File: config.mk
export PLATFORM = sky130hd
export DESIGN_NAME = aes_resp_misr
export DESIGN_NICKNAME = d
export VERILOG_FILES = /design/src/rtl/aes_resp_misr.sv
export SDC_FILE = /design/constraint.sdc
export NUM_CORES = 1
export LEC_CHECK = 0
export CAP_MARGIN = 0
export CORE_AREA = 2 2 178 180
export CTS_BUF_LIST = sky130_fd_sc_hd__clkbuf_8
export DETAILED_ROUTE_END_ITERATION = 8
export DIE_AREA = 0 0 180 182
export SLEW_MARGIN = 20
export SYNTH_ARGS = -nofsm -noshare
export SYNTH_HDL_FRONTEND = slang
export SYNTH_SLANG_ARGS = --single-unit
File: constraint.sdc
create_clock -name clk -period 4.2 [get_ports clk]
set_clock_uncertainty 0.1 [all_clocks]
set_input_delay 0.63 -clock clk [delete_from_list [all_inputs] [get_ports clk]]
set_output_delay 0.63 -clock clk [all_outputs]
set_load 0.05 [all_outputs]
File: src/rtl/aes_resp_misr.sv
// Response compactor for the AES self-test: folds a run of ciphertext words
// into a MISR signature and flags pass/fail against a golden value.
module aes_resp_misr #(
  parameter int               WIDTH   = 128,
  parameter int               LATENCY = 21,
  parameter logic [WIDTH-1:0] SEED    = '0
) (
  input  logic             clk,
  input  logic             rst_n,
  input  logic             start,
  input  logic [31:0]      num_tests,
  input  logic [WIDTH-1:0] data_in,
  input  logic [WIDTH-1:0] expected,
  output logic             busy,
  output logic             done,
  output logic             pass,
  output logic [WIDTH-1:0] signature,
  output logic [31:0]      words_left
);

  typedef enum logic [1:0] {
    IDLE,
    WAIT,
    COMPACT,
    DONE
  } state_e;

  state_e           state_q;
  logic [WIDTH-1:0] sig_q;
  logic [WIDTH-1:0] sig_d;
  logic [31:0]      wordsLeft_q;
  logic [7:0]       latCnt_q;
  logic             busy_q;
  logic             done_q;
  logic             fb;

  // Taps 127/125/100/98 at WIDTH=128, kept relative to the MSB so they scale.
  assign fb    = sig_q[WIDTH-1] ^ sig_q[WIDTH-3] ^ sig_q[WIDTH-28] ^ sig_q[WIDTH-30];
  assign sig_d = {sig_q[WIDTH-2:0], fb} ^ data_in;

  always_ff @(posedge clk) begin
    if (!rst_n) begin
      state_q     <= IDLE;
      sig_q       <= SEED;
      wordsLeft_q <= '0;
      latCnt_q    <= '0;
      busy_q      <= 1'b0;
      done_q      <= 1'b0;
    end else begin
      case (state_q)
        IDLE, DONE: begin
          if (start) begin
            sig_q       <= SEED;
            wordsLeft_q <= num_tests;
            latCnt_q    <= 8'(LATENCY - 1);
            if (num_tests == 32'd0) begin
              state_q <= DONE;
              busy_q  <= 1'b0;
              done_q  <= 1'b1;
            end else if (LATENCY == 1) begin
              state_q <= COMPACT;
              busy_q  <= 1'b1;
              done_q  <= 1'b0;
            end else begin
              state_q <= WAIT;
              busy_q  <= 1'b1;
              done_q  <= 1'b0;
            end
          end
        end
        // Leaving on a count of 1 lands the first COMPACT cycle at start+LATENCY.
        WAIT: begin
          latCnt_q <= latCnt_q - 8'd1;
          if (latCnt_q == 8'd1) begin
            state_q <= COMPACT;
          end
        end
        COMPACT: begin
          sig_q       <= sig_d;
          wordsLeft_q <= wordsLeft_q - 32'd1;
          if (wordsLeft_q == 32'd1) begin
            state_q <= DONE;
            busy_q  <= 1'b0;
            done_q  <= 1'b1;
          end
        end
        default: begin
          state_q <= IDLE;
          busy_q  <= 1'b0;
          done_q  <= 1'b0;
        end
      endcase
    end
  end

  assign busy       = busy_q;
  assign done       = done_q;
  assign pass       = done_q && (sig_q == expected);
  assign signature  = sig_q;
  assign words_left = wordsLeft_q;

endmodule
# == Yosys cells after proc, flatten, opt, wreduce, memory -nomap -nowiden ==
# Index checks and enable logic that the tools add are counted.
# totals
input_bits,291
ff_bits,172
wordCells,50
output_inout_bits,163
# classes
n_eq_ne,9
add_sub_neg,2
n_reduce_logical,10
muxes,19
bitwise_logic,4
# ops
cell,count
case mux 128 bit (2 select lines),1
== test 128 bit,1
2-to-1 mux 128 bit,1
XOR 128 bit,1
case mux 32 bit (2 select lines),1
== test 32 x 1 -> 1 bit (second input constant),1
logical NOT 32 bit,1
2-to-1 mux 32 bit,1
subtractor 32 x 1 -> 32 bit (second input constant),1
case mux 8 bit (2 select lines),1
== test 8 x 1 -> 1 bit (second input constant),1
2-to-1 mux 2 bit,4
2-to-1 mux 8 bit,1
subtractor 8 x 1 -> 8 bit (second input constant),1
2-to-1 mux 1 bit,6
inequality test 2 bit (second input constant),3
case mux 2 bit (3 select lines),1
AND reduction 3 bit,2
== test 2 bit (second input constant),2
case mux 1 bit (2 select lines),2
AND reduction 2 bit,2
nonzero test 2 bit,2
XOR 1 bit,3
== test 2 x 1 -> 1 bit (second input constant),1
other kinds (3),3

# == Longest topological paths before layout ==
# Gate-level depths: netlist of the first run.
# depth
ltp_word,5
depth_mapped,10

# == Least setup slack after synthesis of the first run ==
# Ideal clock, no wire load.
# synth_timing
kind,flip-flop to output port
startpoint,"register sig_q[13], in the netlist signature[13]"
endpoint,output pass
path_stages_with_launch,6
arrival_ns,3.050
path_buffers,0
required_time_ns,3.470
path_slack_ns,0.420
path_cell_list,dfxtp_1 > nor2b_1 > a2111o_1 > a2111oi_0 > nand4_1 > nor4_1
# synth_between
elab_chain_len,2
# synth_lines
item,line_no,text
start: declaration,29,logic [WIDTH-1:0] sig_q;
start signal: assignment,79,sig_q <= sig_d;
== test 128 bit,98,assign pass = done_q && (sig_q == expected);
logical AND 1 bit,98,
end: declaration,16,"output logic pass,"
# No other way between the ends.

# == Worst setup path after layout of the first run ==
# layout_timing
startpoint,input expected[118]
endpoint,output pass
# layout_between
elab_chain_len,2
# layout_lines
item,line_no,text
start: declaration,13,"input logic [WIDTH-1:0] expected,"
== test 128 bit,98,
logical AND 1 bit,98,
# No other way between the ends.

==> tab_implementation.tex, run 1 <==
\begin{tabular}{lr}
\hline
Metric & Value \\
\hline
\multicolumn{2}{l}{\textbf{Synth}} \\
\quad Primary FF master, synth & sky130\_fd\_sc\_hd\_\_dfxtp\_1 \\
\quad Number of enable flip-flop cells after synthesis & 0 \\
\quad Post-synthesis net count & 1454 \\
\quad Share of the synthesized area in the top cell type & 0.352 \\
\quad Leading cell types by total area after synthesis & sky130\_fd\_sc\_hd\_\_dfxtp\_1, sky130\_fd\_sc\_hd\_\_xor2\_1, sky130\_fd\_sc\_hd\_\_a22oi\_1 \\
\quad Fraction of registers with async set or reset after synthesis & 0 \\
\quad Number of distinct library cells after synthesis & 65 \\
\quad Number of cells produced by synthesis & 1156 \\
\quad Number of synthesis warnings & 0 \\
\quad Largest area contributor in the netlist & sky130\_fd\_sc\_hd\_\_dfxtp\_1 \\
\quad Synthesis-stage register bit count & 172 \\
\quad Syn avg cell area & 8.45 µm² \\
\quad Sequential cell area fraction in the yosys report & 0.352 \\
\quad Area of the mapped netlist & 9770 µm² \\
\multicolumn{2}{l}{\textbf{STA}} \\
\quad Worst hold slack & 392 ps \\
\quad Final number of hold-violating endpoints & 0 \\
\quad Slew @ Worst Pin & 1040 ps \\
\quad RSZ-0062 raised after global routing & false \\
\quad Setup tns final & -96.9 ps \\
\quad Count of pins over their slew limit & 0 \\
\quad Part of the cycle the worst path needs & 1.02 \\
\quad Max Clk Rate & 233 MHz \\
\quad Tightest slew margin relative to the limit & 0.304 \\
\quad Minimum clock period & 4300 ps \\
\quad Final WS setup & -96.9 ps \\
\quad Final Setup Violations & 1 \\
\multicolumn{2}{l}{\textbf{Global route}} \\
\quad Met1 global-route usage & 0.332 \\
\quad Pin count of the biggest net entering global routing & 87 \\
\quad First-pass GRT wire length & 69.5 mm \\
\quad Busiest layer in global routing & met2 \\
\quad Number of global-route vias before repair & 10300 \\
\quad Met2 layer usage reported by global route & 0.502 \\
\quad Global-route total usage across every layer & 0.284 \\
\quad GR Overflow Total & 0 \\
\quad Number of antenna violations at the first check in global routing & 6 \\
\quad Met3 Resource Use GR & 0.0772 \\
\multicolumn{2}{l}{\textbf{Worst setup path}} \\
\quad Worst reg-to-reg setup slack & 870 ps \\
\quad Worst-path cell with the longest stage delay & sky130\_fd\_sc\_hd\_\_nor4\_1 \\
\quad Kind of cell with the highest combined delay on the critical path & simple AND/OR/NAND/NOR gates \\
\quad Worst EP required & 3470 ps \\
\quad Worst-case reg-to-reg path depth & 7 \\
\quad Cell repeated most along the worst path & sky130\_fd\_sc\_hd\_\_nor4\_1 \\
\quad Reg-to-reg critical path endpoint & words\_left[18] \\
\quad Cell Chain, Critical Path & clkdlybuf4s50\_1 > xnor2\_1 > nand4\_1 > nor4\_1 > nand4b\_1 > nor4\_1 > buf\_4 > buf\_12 \\
\quad Crit-path max FO & 1 \\
\quad Crit Path Class & in2out \\
\quad Critical Path Max Stage Delay & 830 ps \\
\quad Worst setup EP type & output port \\
\quad Data arrival time of the critical path & between 3000 and 4000 ps \\
\quad Bufs and invs on worst path & 3 \\
\quad Startpoint of the most critical register-to-register path & state\_q[0] \\
\quad Type of origin of the critical path & input pin \\
\multicolumn{2}{l}{\textbf{Die}} \\
\quad Row count & 65 \\
\quad Area of the placeable core & 31000 µm² \\
\quad Width of the die & 180 µm \\
\quad Top-Level Pins & 454 \\
\quad Initial cell density of the core & 0.315 \\
\quad Floorplan die area & 32800 µm² \\
\quad Height of the die & 182 µm \\
\multicolumn{2}{l}{\textbf{Clock tree}} \\
\quad Root buffer cell & sky130\_fd\_sc\_hd\_\_clkbuf\_8 \\
\quad \# clock sinks & around 170 \\
\quad Clock transition time at the flip-flop clock pins of the worst setup and hold paths & 100 ps \\
\quad TritonCTS clock tree & built \\
\quad H-tree Lvls & 4 \\
\quad Post-cts gate resize count & 0 \\
\quad CTS Buffer Depth & 2 \\
\quad CTS hold repair buffers & 0 \\
\quad Number of buffers created by CTS & 17 \\
\quad Clock latency at the later pin of the worst-skew pair & around 470 ps \\
\quad Total setup buffers inserted after CTS & 0 \\
\multicolumn{2}{l}{\textbf{Route}} \\
\quad Routed Antenna Nets & 0 \\
\quad Total vias in the final route & 10600 \\
\quad Drt wl/cell & 24.2 µm \\
\quad Starting DRT DRC Count & 842 \\
\quad First-pass iteration count of the detailed router & 5 \\
\quad Total Routed Length & 48.4 mm \\
\quad Count of unresolved DRC violations after routing & 0 \\
\quad Vias per inst & 5.30 \\
\multicolumn{2}{l}{\textbf{Worst hold path}} \\
\quad Worst min-delay path startpoint & latCnt\_q[0] \\
\quad Class of the tightest hold or removal check & reg2reg \\
\quad Cells on Worst Hold Path & 2 \\
\quad Terminating pin of the worst hold path & latCnt\_q[0] \\
\multicolumn{2}{l}{\textbf{Power}} \\
\quad Peak supply drop & between 0.0003 and 0.0004 V \\
\quad Power density relative to cell area & 588 nW/µm² \\
\quad Leakage component of the power & slightly below 6 nW \\
\multicolumn{2}{l}{\textbf{Place}} \\
\quad Number of buffers added on ports & 453 \\
\quad Placed inst area & approximately 15000 µm² \\
\quad Final HPWL DP & 38.6 mm \\
\quad Post-placement cell count & between 1500 and 2000 \\
\quad Global placement routability congestion & between 0.9 and 1 \\
\multicolumn{2}{l}{\textbf{Finish}} \\
\quad Layout cells sized above 1 & 0.0414 \\
\quad Layout Nets & approximately 1900 \\
\quad Leading cell type in the layout, fill and taps excluded & sky130\_fd\_sc\_hd\_\_clkdlybuf4s50\_1 \\
\quad Layout area overhead & 56.2\% \\
\quad Area of all placed cells without fillers & about 15000 µm² \\
\quad Total of fill cells in the finished design & 3072 \\
\quad Most frequent cells in the layout & sky130\_fd\_sc\_hd\_\_clkdlybuf4s50\_1, sky130\_fd\_sc\_hd\_\_dfxtp\_1, sky130\_fd\_sc\_hd\_\_nor2\_1 \\
\quad Cell Count, Final, Fillers Out & 2000 \\
\multicolumn{2}{l}{\textbf{Run status}} \\
\quad Outcome & complete, but fails checks \\
\quad Violated checks & setup timing \\
\multicolumn{2}{l}{\textbf{Job}} \\
\quad Maximum Capacitance Violations & 0 \\
\hline
\end{tabular}
[metrics by stage]
stage | setup WS (ps) | util | power [mW]
after floorplan | 420 | - | 5.61
after global placement | 153 | 0.477 | 7.47
after detailed placement | 143 | 0.477 | 7.52
after CTS | 128 | 0.492 | 8.99
after global routing | 94.3 | 0.492 | 9.43
final | -96.9 | 0.493 | 8.97
[worst max-delay path by stage]
stage | cells past startpoint | startpoint | slack, ps | end
4_1_cts | 8 | expected[118] | 130 | pass
3_5_place_dp | 8 | expected[118] | 140 | pass
2_1_floorplan | 5 | signature[13] | 420 | pass
5_1_grt | 8 | expected[118] | 90 | pass
6_report | 8 | expected[118] | -100 | pass
3_3_place_gp | 8 | expected[118] | 150 | pass
[worst reg2reg max path, stage by stage (launching register included)]
cell,delay [ps]
sky130_fd_sc_hd__dfxtp_1,350
sky130_fd_sc_hd__inv_1,60
sky130_fd_sc_hd__ha_1,530
sky130_fd_sc_hd__clkinv_1,1000
sky130_fd_sc_hd__nand3_1,720
sky130_fd_sc_hd__o21ai_0,150
sky130_fd_sc_hd__a41o_1,230
sky130_fd_sc_hd__a31oi_1,120
[layer usage]
layer  vias up  share of wire
met5         -        0.00052
met1      5067           0.39
met2       487           0.50
li1       4976              -
met4         4          0.030
met3        57          0.081
[sequential cells by signal, indices dropped and copies added, names as in the netlist]
name	cells
state_q	2
busy	1
words_left	32
done	1
signature	128
latCnt_q	8
[logic make-up (layout without fill, tap and decap cells)]
family | Yosys count | after routing | synth area share
adders and majority gates | 7 | 7 | 0.00896
AOI/OAI and AO/OA | 277 | 277 | 0.210
DFF | 172 | 172 | 0.352
xor gates and xnor gates | 203 | 203 | 0.182
other | 0 | 4 | 0
buffers and inverters | 107 | 545 | 0.0412
and+or+nand+nor | 381 | 381 | 0.196
muxes | 9 | 9 | 0.00935
[where the power goes]
group          internal [mW]  switching (mW)  total, mW
clock                  0.741           0.717       1.46
combinational           1.78            3.14       4.92
sequential              1.99           0.598       2.59
total                   4.52            4.45       8.97
[cells in the mapped netlist (15+ instances only)]
cell / count
sky130_fd_sc_hd__clkbuf_1: 60
sky130_fd_sc_hd__nor3_1: 15
sky130_fd_sc_hd__nand2_1: 35
sky130_fd_sc_hd__nand2b_1: 40
sky130_fd_sc_hd__inv_1: 41
sky130_fd_sc_hd__dfxtp_1: 172
sky130_fd_sc_hd__nand4_1: 24
sky130_fd_sc_hd__a22oi_1: 131
sky130_fd_sc_hd__xor2_1: 137
sky130_fd_sc_hd__o21ai_0: 30
sky130_fd_sc_hd__xnor2_1: 66
sky130_fd_sc_hd__nor2b_1: 39
sky130_fd_sc_hd__nor2_1: 162
sky130_fd_sc_hd__a21oi_1: 27
sky130_fd_sc_hd__nor4_1: 26
[layout make-up]
type / count / area, µm² / share of cell area
Multi-Input combinational cell: 877 / 5940 / 0.389
Timing Repair Buffer: 471 / 4730 / 0.310
Sequential cell: 172 / 3440 / 0.226
Tap cell: 402 / 503 / 0.0330
Clock buffer: 18 / 248 / 0.0162
Clock inverter: 13 / 225 / 0.0148
Inverter: 43 / 164 / 0.0107
Antenna cell: 4 / 10.0 / 0.000656
Power figures use the tool's default switching activity.
==> run 2: changes to the inputs <==
Settings changed: GPL_TIMING_DRIVEN set to 0.
==> run 2 against run 1 <==
  * The run now ends clean
  * Clock power is 14% lower
  * Clock-buffer cell count shrank 1
  * Via count rose by 3.1%
  * Critical path type unchanged
  * Largest cell class unchanged
  * Largest power group unchanged
==> tab_implementation.tex, run 2 (synthesized netlist as in run 1, its figures left out) <==
\begin{tabular}{lr}
\hline
Metric & Value \\
\hline
\multicolumn{2}{l}{\textbf{Worst setup path}} \\
\quad Type of origin of the critical path & input pin (unchanged) \\
\quad Worst EP required & 3470 ps (about the same) \\
\quad Crit Path Class & in2out (unchanged) \\
\quad Crit-path max FO & 1 (unchanged) \\
\quad Worst setup EP type & output port (unchanged) \\
\quad Data arrival time of the critical path & 3310 ps (was 3570 ps) \\
\multicolumn{2}{l}{\textbf{STA}} \\
\quad Final number of hold-violating endpoints & 0 (unchanged) \\
\quad Tightest slew margin relative to the limit & 0.446 (was 0.304) \\
\quad Final Setup Violations & 0 (was 1) \\
\quad Count of pins over their slew limit & 0 (unchanged) \\
\quad Part of the cycle the worst path needs & 0.962 (was 1.02) \\
\quad Worst hold slack & 397 ps (was 392 ps) \\
\quad Slew @ Worst Pin & 831 ps (was 1040 ps) \\
\quad Max Clk Rate & 247 MHz (was 233 MHz) \\
\quad RSZ-0062 raised after global routing & false (unchanged) \\
\quad Final WS setup & 159 ps (was -96.9 ps) \\
\quad Minimum clock period & 4040 ps (was 4300 ps) \\
\multicolumn{2}{l}{\textbf{Route}} \\
\quad Routed Antenna Nets & 0 (unchanged) \\
\quad Wl on met1 & 20.5 mm (was 18.7 mm) \\
\quad Drt wl/cell & 25.2 µm (was 24.2 µm) \\
\quad First-pass iteration count of the detailed router & 5 (unchanged) \\
\quad Vias per inst & 5.34 (was 5.30) \\
\quad Highest routed layer & met5 (unchanged) \\
\quad Total met2 wirelength after detailed routing & 26.2 mm (was 24.3 mm) \\
\quad Total vias in the final route & 10900 (was 10600) \\
\quad Routed met3 length & 3.71 mm (was 3.93 mm) \\
\quad Total Routed Length & 51.5 mm (was 48.4 mm) \\
\quad Count of unresolved DRC violations after routing & 0 (unchanged) \\
\quad Starting DRT DRC Count & 851 (was 842) \\
\multicolumn{2}{l}{\textbf{Clock tree}} \\
\quad CTS Buffer Depth & 2 (unchanged) \\
\quad Clock transition time at the flip-flop clock pins of the worst setup and hold paths & 80 ps (was 100 ps) \\
\quad \# clock sinks & 172 (unchanged) \\
\quad Number of buffers created by CTS & 17 (unchanged) \\
\quad Clock latency at the later pin of the worst-skew pair & 490 ps (was 470 ps) \\
\quad Total setup buffers inserted after CTS & 0 (unchanged) \\
\quad TritonCTS clock tree & built (unchanged) \\
\quad H-tree Lvls & 4 (unchanged) \\
\quad Root buffer cell & sky130\_fd\_sc\_hd\_\_clkbuf\_8 (unchanged) \\
\multicolumn{2}{l}{\textbf{Die}} \\
\quad Initial cell density of the core & 0.315 (unchanged) \\
\quad Top-Level Pins & 454 (unchanged) \\
\quad Row count & 65 (unchanged) \\
\quad Width of the die & 180 µm (unchanged) \\
\quad Height of the die & 182 µm (unchanged) \\
\quad Floorplan die area & 32800 µm² (unchanged) \\
\quad Area of the placeable core & 31000 µm² (unchanged) \\
\multicolumn{2}{l}{\textbf{Finish}} \\
\quad Layout cells sized above 1 & 0.0280 (was 0.0414) \\
\quad Storage cell area & 3440 µm² (unchanged) \\
\quad Most frequent cells in the layout & sky130\_fd\_sc\_hd\_\_clkdlybuf4s50\_1, sky130\_fd\_sc\_hd\_\_dfxtp\_1, sky130\_fd\_sc\_hd\_\_nor2\_1 (unchanged) \\
\quad Layout Nets & 1926 (was 1880) \\
\quad Layout area overhead & 55.8\% (was 56.2\%) \\
\quad Leading cell type in the layout, fill and taps excluded & sky130\_fd\_sc\_hd\_\_clkdlybuf4s50\_1 (unchanged) \\
\quad Area of the multi-input gates & 5930 µm² (was 5940 µm²) \\
\quad Total of fill cells in the finished design & 3099 (was 3072) \\
\quad Largest register FFs & 128 (unchanged) \\
\quad Post-Route Utilization & 0.491 (was 0.493) \\
\multicolumn{2}{l}{\textbf{Place}} \\
\quad DP Worst Slack & -246 ps (was 143 ps) \\
\quad Global placement routability congestion & 0.933 (was 0.924) \\
\quad Number of buffers added on ports & 453 (unchanged) \\
\quad Final HPWL DP & 42.3 mm (was 38.6 mm) \\
\multicolumn{2}{l}{\textbf{Power}} \\
\quad Part of the total power dissipated in combinational logic & 0.563 (was 0.548) \\
\quad Power share of the sequential group & 0.295 (was 0.289) \\
\quad Switching power share of the total & 0.517 (was 0.496) \\
\quad Peak supply drop & 0.000236 V (was 0.000318 V) \\
\quad Proportion of power drawn by the clock network & 0.142 (was 0.163) \\
\quad Power dissipated by switching net loads & 4.59 mW (was 4.45 mW) \\
\quad Leakage component of the power & 5.70 nW (was 5.77 nW) \\
\quad Power density relative to cell area & 584 nW/µm² (was 588 nW/µm²) \\
\quad Internal power consumption & 4.29 mW (was 4.52 mW) \\
\multicolumn{2}{l}{\textbf{Worst hold path}} \\
\quad Class of the tightest hold or removal check & reg2reg (unchanged) \\
\multicolumn{2}{l}{\textbf{Global route}} \\
\quad Number of antenna violations at the first check in global routing & 10 (was 6) \\
\quad Global-route total usage across every layer & 0.302 (was 0.284) \\
\quad Pin count of the biggest net entering global routing & 17 (was 87) \\
\quad GR Overflow Total & 0 (unchanged) \\
\quad Number of global-route vias before repair & 10700 (was 10300) \\
\quad First-pass GRT wire length & 72.9 mm (was 69.5 mm) \\
\multicolumn{2}{l}{\textbf{Job}} \\
\quad Maximum Capacitance Violations & 0 (unchanged) \\
\multicolumn{2}{l}{\textbf{Run status}} \\
\quad Outcome & complete, no violations (was complete, but fails checks) \\
\hline
\end{tabular}
-- run 2: worst paths after layout --
kind | start | to | slack [ps] | cells past startpoint
min reg2reg | latCnt_q[7] | latCnt_q[7] | 400 | 2
max reg2reg | state_q[0] | signature[126] | 990 | 10
min | latCnt_q[7] | latCnt_q[7] | 400 | 2
max | expected[118] | pass | 160 | 7
-- run 2: power by group through the flow --
stage | Combinational, mW | Sequential, mW | Clock (mW)
after floorplan | 2.10 | 3.51 | 0
after global placement | 4.93 | 2.64 | 0
after detailed placement | 4.96 | 2.64 | 0
after CTS | 4.98 | 2.61 | 1.28
after global routing | 5.34 | 2.66 | 1.33
final | 5.01 | 2.62 | 1.26
-- run 2: per-layer routing --
layer	global-route usage	up-vias
met5	0	-
met4	0.0712	12
met3	0.0762	65
met2	0.550	448
met1	0.354	5321
li1	-	5073
-- run 2: cell type report --
| type | instances | share of cell area |
|---|---|---|
| Clock buffer | 17 | 0.0154 |
| Timing Repair Buffer | 453 | 0.298 |
| Tap cell | 402 | 0.0331 |
| Sequential cell | 172 | 0.226 |
| Multi-Input combinational cell | 877 | 0.390 |
| Antenna cell | 3 | 0.000493 |
| Inverter | 43 | 0.0106 |
| Clock inverter | 14 | 0.0108 |
| Buffer | 64 | 0.0159 |
-- run 2: per-stage QoR --
stage / setup TNS (ps) / instances / power [mW] / instance area (µm²)
floorplan: 0 / 1156 / 5.61 / 9770
global placement: -190 / 2011 / 7.57 / 14800
detailed placement: -246 / 2011 / 7.61 / 14800
CTS: 0 / 2042 / 8.87 / 15200
global route: 0 / 2043 / 9.33 / 15200
finish: 0 / 2045 / 8.89 / 15200
-- run 2: worst max-delay path, stage by stage --
cell and delay, ps:
sky130_fd_sc_hd__clkdlybuf4s50_1 410, sky130_fd_sc_hd__xnor2_1 440, sky130_fd_sc_hd__nand4_1 350, sky130_fd_sc_hd__nor4_2 510, sky130_fd_sc_hd__nand4b_1 140, sky130_fd_sc_hd__nor4_1 180
sky130_fd_sc_hd__dlygate4sd2_1 640
-- run 2: what timing repair did --
| action | 4_1_cts | 5_1_grt |
|---|---|---|
| resized for setup | 2 | 0 |
| endpoints found under the hold margin | 0 | 0 |
| endpoints found under the setup margin | 1 | 0 |
| hold buffers | 0 | 0 |
